### config.mk
export PLATFORM = sky130hd
export DESIGN_NAME = chunked_adder
export DESIGN_NICKNAME = d
export VERILOG_FILES = /design/src/rtl/chunked_adder.sv
export SDC_FILE = /design/constraint.sdc
export NUM_CORES = 1
export LEC_CHECK = 0
export CAP_MARGIN = 30
export CORE_AREA = 2 2 95 60
export CTS_CLUSTER_SIZE = 25
export DETAILED_ROUTE_END_ITERATION = 8
export DIE_AREA = 0 0 97 62
export PLACE_DENSITY = 0.85
export SYNTH_ARGS = -nofsm -noshare
export SYNTH_HDL_FRONTEND = slang
export SYNTH_SLANG_ARGS = --single-unit
### constraint.sdc
create_clock -name clk -period 6.2 [get_ports clk]
set_input_delay 1.24 -clock clk [delete_from_list [all_inputs] [get_ports clk]]
set_output_delay 1.24 -clock clk [all_outputs]
set_load 0.01 [all_outputs]
### src/rtl/chunked_adder.sv
// Multi-cycle adder/subtractor: DIGIT bits per clock with a registered carry between chunks.
// Valid/ready handshakes on both sides; latency is WIDTH/DIGIT cycles from accept to out_valid.
module chunked_adder #(
    parameter int WIDTH = 16,
    parameter int DIGIT = 4
) (
    input  logic             clk,
    input  logic             rst_n,
    input  logic             in_valid,
    output logic             in_ready,
    input  logic [WIDTH-1:0] a,
    input  logic [WIDTH-1:0] b,
    input  logic             sub,
    input  logic             cin,
    output logic             out_valid,
    input  logic             out_ready,
    output logic [WIDTH-1:0] sum,
    output logic             cout,
    output logic             ovf
);

    localparam int NCHUNK = WIDTH / DIGIT;
    localparam int CNTW   = (NCHUNK > 1) ? $clog2(NCHUNK) : 1;

    typedef enum logic [1:0] {StIdle, StRun, StDone} state_e;

    state_e            state_q, state_d;
    logic [WIDTH-1:0]  a_q, b_q, sum_q;
    logic              carry_q, cout_q, ovf_q;
    logic [CNTW-1:0]   cnt_q;
    logic              accept, last;
    logic [DIGIT-1:0]  a_chunk, b_chunk;
    logic [DIGIT:0]    chunk_sum;

    always_ff @(posedge clk or negedge rst_n) begin
        if (!rst_n) begin
            state_q <= StIdle;
        end else begin
            state_q <= state_d;
        end
    end

    always_comb begin
        state_d = state_q;
        case (state_q)
            StIdle:  if (accept) state_d = StRun;
            StRun:   if (last) state_d = StDone;
            StDone:  if (out_ready) state_d = in_valid ? StRun : StIdle;
            default: state_d = StIdle;
        endcase
    end

    always_comb begin
        in_ready  = (state_q == StIdle) | ((state_q == StDone) & out_ready);
        out_valid = (state_q == StDone);
        sum       = sum_q;
        cout      = cout_q;
        ovf       = ovf_q;
    end

    assign accept = in_valid & in_ready;
    assign last   = (cnt_q == CNTW'(NCHUNK - 1));

    // Constant-index mux keeps every part-select in range, including NCHUNK == 1.
    always_comb begin
        a_chunk = '0;
        b_chunk = '0;
        for (int k = 0; k < NCHUNK; k++) begin
            if (cnt_q == CNTW'(k)) begin
                a_chunk = a_q[k*DIGIT +: DIGIT];
                b_chunk = b_q[k*DIGIT +: DIGIT];
            end
        end
        chunk_sum = {1'b0, a_chunk} + {1'b0, b_chunk} + (DIGIT + 1)'(carry_q);
    end

    always_ff @(posedge clk or negedge rst_n) begin
        if (!rst_n) begin
            a_q     <= '0;
            b_q     <= '0;
            sum_q   <= '0;
            carry_q <= 1'b0;
            cout_q  <= 1'b0;
            ovf_q   <= 1'b0;
            cnt_q   <= '0;
        end else if (accept) begin
            a_q     <= a;
            b_q     <= sub ? ~b : b;
            carry_q <= cin ^ sub;
            cnt_q   <= '0;
        end else if (state_q == StRun) begin
            for (int k = 0; k < NCHUNK; k++) begin
                if (cnt_q == CNTW'(k)) begin
                    sum_q[k*DIGIT +: DIGIT] <= chunk_sum[DIGIT-1:0];
                end
            end
            carry_q <= chunk_sum[DIGIT];
            if (last) begin
                cnt_q  <= '0;
                cout_q <= chunk_sum[DIGIT];
                // The last chunk's top bit is the result MSB.
                ovf_q  <= (a_q[WIDTH-1] == b_q[WIDTH-1]) & (chunk_sum[DIGIT-1] != a_q[WIDTH-1]);
            end else begin
                cnt_q <= cnt_q + CNTW'(1);
            end
        end
    end

endmodule

==> reports/results.ini <==
[run_status]
outcome=complete, no violations

[placement]
place_congestion=0.829
dp_slack_ns=2.48
place_area_sq_mm=0.00328
dp.final_hpwl_mm=3.82
port_buffers=57

[power_and_ir_drop]
power_density_mw_per_mm2=545
ir_drop_mv=0.202
p_leak_nw=1.40

[synth]
async_reset_ff_share_pct=100
synthTopCellsByArea=dfrtp_1 51%, mux2_2 10%, a21oi_1 6.7%
ys_warn_count=0
ys_ff_latch=55
synth_top_area_share_pct=51.1
synth_edf_count=0
avgSynthCellArea_sq_um=10.6
synth_cell_types=32
yosysTopAreaCell=dfrtp_1
synth_seq_area_share_pct=51.1
syn_nets=301
synthFlopType=dfrtp_1
synthCells=254
netlist_area_sq_mm=0.00270

[floorplanning]
die_h_um=62
die_x_um=97
initial_core_util_pct=51.0
rows=21
core_area_sq_mm=0.00528
ioPinCount=58
dieArea_sq_mm=0.00601

[sta]
post-route-period-util_pct=59.9
setup_tns_ns=0
hold_violations=0
relSlewSlack_pct=40.0
fmax_ghz=0.269
period_needed_ns=3.71
rsz0062_at_grt=false
worstMarginPinSlew_ns=0.897
setup_viol=0
finClkSkew_ns=0.00540
slew_violations=0
hold_slack_ns=0.484
finalWorstSetupSlack_ns=2.49

[clock_tree]
cts_made_buffers=5
htreeDepth=2
insertion_delay_ns=0.31
cts_tree=yes
path_clk_slew_ns=0.09
clk_path_buf_depth=2
cts_resized=0
cts.sinks=55
clock-root-buffer=clkbuf_8
postCtsHoldBufs=0
post_cts_buffers=0

[drt]
vias_per_cell=5.23
drt-total-wl_mm=5.33
vias=1968
drt-wirelength-per-cell_um=14.2
final_antenna_net_count=0
drc=0
drt_pass1_iterations=4
drt_iter0_drc=73

[critical_path]
path_buf_inv=3
worstPathCellList=clkdlybuf4s50_1 > inv_1 > a21oi_1 > clkdlybuf4s50_1
critPathSlowestCell=clkdlybuf4s50_1
critPathTopFamily=buffers and inverters
endpoint_kind=primary output
max_stage_delay_ns=0.55
cp.required_ns=4.96
crit_top_cell=clkdlybuf4s50_1
crit_arrival_ns=2.47
path_class=input port to primary output
cp_max_fo=3
worst_setup_path_start_kind=input port

[grt]
grt_use_met1_pct=27.4
grt_pass1_wl_mm=8.79
grt_max_degree=56
grt_overflow_total=0
grtUsageMet3_pct=4.92
grt_pass1_vias=1803
grt.busiest_layer=met2
grt_antenna_before_repair=0
gr-usage-all-layers_pct=18.7
met2_usage_pct=28.2

[final_layout]
n_antenna_cell=0
final_cell_mix=56 x clkdlybuf4s50_1, 55 x dfrtp_1, 36 x a21oi_1
final_nets=353
drive_gt1_share_pct=11.7
area_growth_pct=25.4
final_common_cell=clkdlybuf4s50_1
stdcell_area_sq_mm=0.00338

[flow_run]
max_cap_violations=0

[hold_path]
min_path_type=register to register

worst paths after layout:
check,startpoint,to,slack (ns),cells after the start
min,sum[15],sum[15],0.48,2
max reg2reg,cnt_q[1],carry_q,3.06,11
max in group asynchronous,rst_n,a_q[11],4.70,2
min reg2reg,sum[15],sum[15],0.48,2
min in group asynchronous,rst_n,a_q[9],1.05,2
max,out_ready,in_ready,2.49,4
kinds of logic (layout without fill, tap and decap cells):
logic type      Yosys count  count (layout)  synth area share, %
compound gates           63              63                 13.4
xor+xnor                 19              19                 6.17
fa+ha+maj                 9               9                 4.74
buf+inv                  18              71                 3.62
flops                    55              55                 51.1
mux                      24              24                 10.0
simple gates             66              66                 11.0
registers in the layout, indices dropped and copies added, names as in the netlist:
name     cells
b_q         16
state_q      2
cnt_q        2
a_q         16
sum         16
ovf          1
cout         1
carry_q      1
cell type report:
type | instances | area [sq um]
multi-input combinational | 181 | 1220
fill | 435 | 1900
sequential | 55 | 1380
inverter | 4 | 15.0
clock buffer | 8 | 100
tap | 69 | 86.3
timing repair buffer | 59 | 581
synthesized netlist by cell type (all sizes together) (2+ instances only):
cell    number
ha           7
o21ai       17
dfrtp       55
nand3b       8
clkbuf       6
fa           2
nand2       33
a21oi       36
nor2        18
xor2         2
xnor2       17
buf          8
inv          4
a21o         2
mux2        24
nor2b        2
a211oi       2
worst min-delay path: stages (launching register included):
cell	delay (ns)
dfrtp_1	0.35
nand2_1	0.05
o21ai_0	0.06
metal layers:
layer  up-vias  routed length (um)
met5         -                   0
met1       941                2680
met2        49                2320
met3         5                 279
li1        973                   -
met4         0                  50
metrics by stage:
step / std cells / total power [mW] / util, %
3_3_place_gp: 368 / 1.59 / 62.1
2_1_floorplan: 254 / 1.32 / -
4_1_cts: 376 / 1.85 / 64.0
3_5_place_dp: 368 / 1.64 / 62.1
6_report: 376 / 1.84 / 64.0
5_1_grt: 376 / 2.00 / 64.0
power by group:
part           total [mW]  switching (mW)  internal [mW]
sequential          0.648           0.109          0.538
clock               0.212           0.110          0.102
combinational       0.980           0.513          0.467
total                1.84           0.733           1.11
Power figures use the tool's default switching activity.
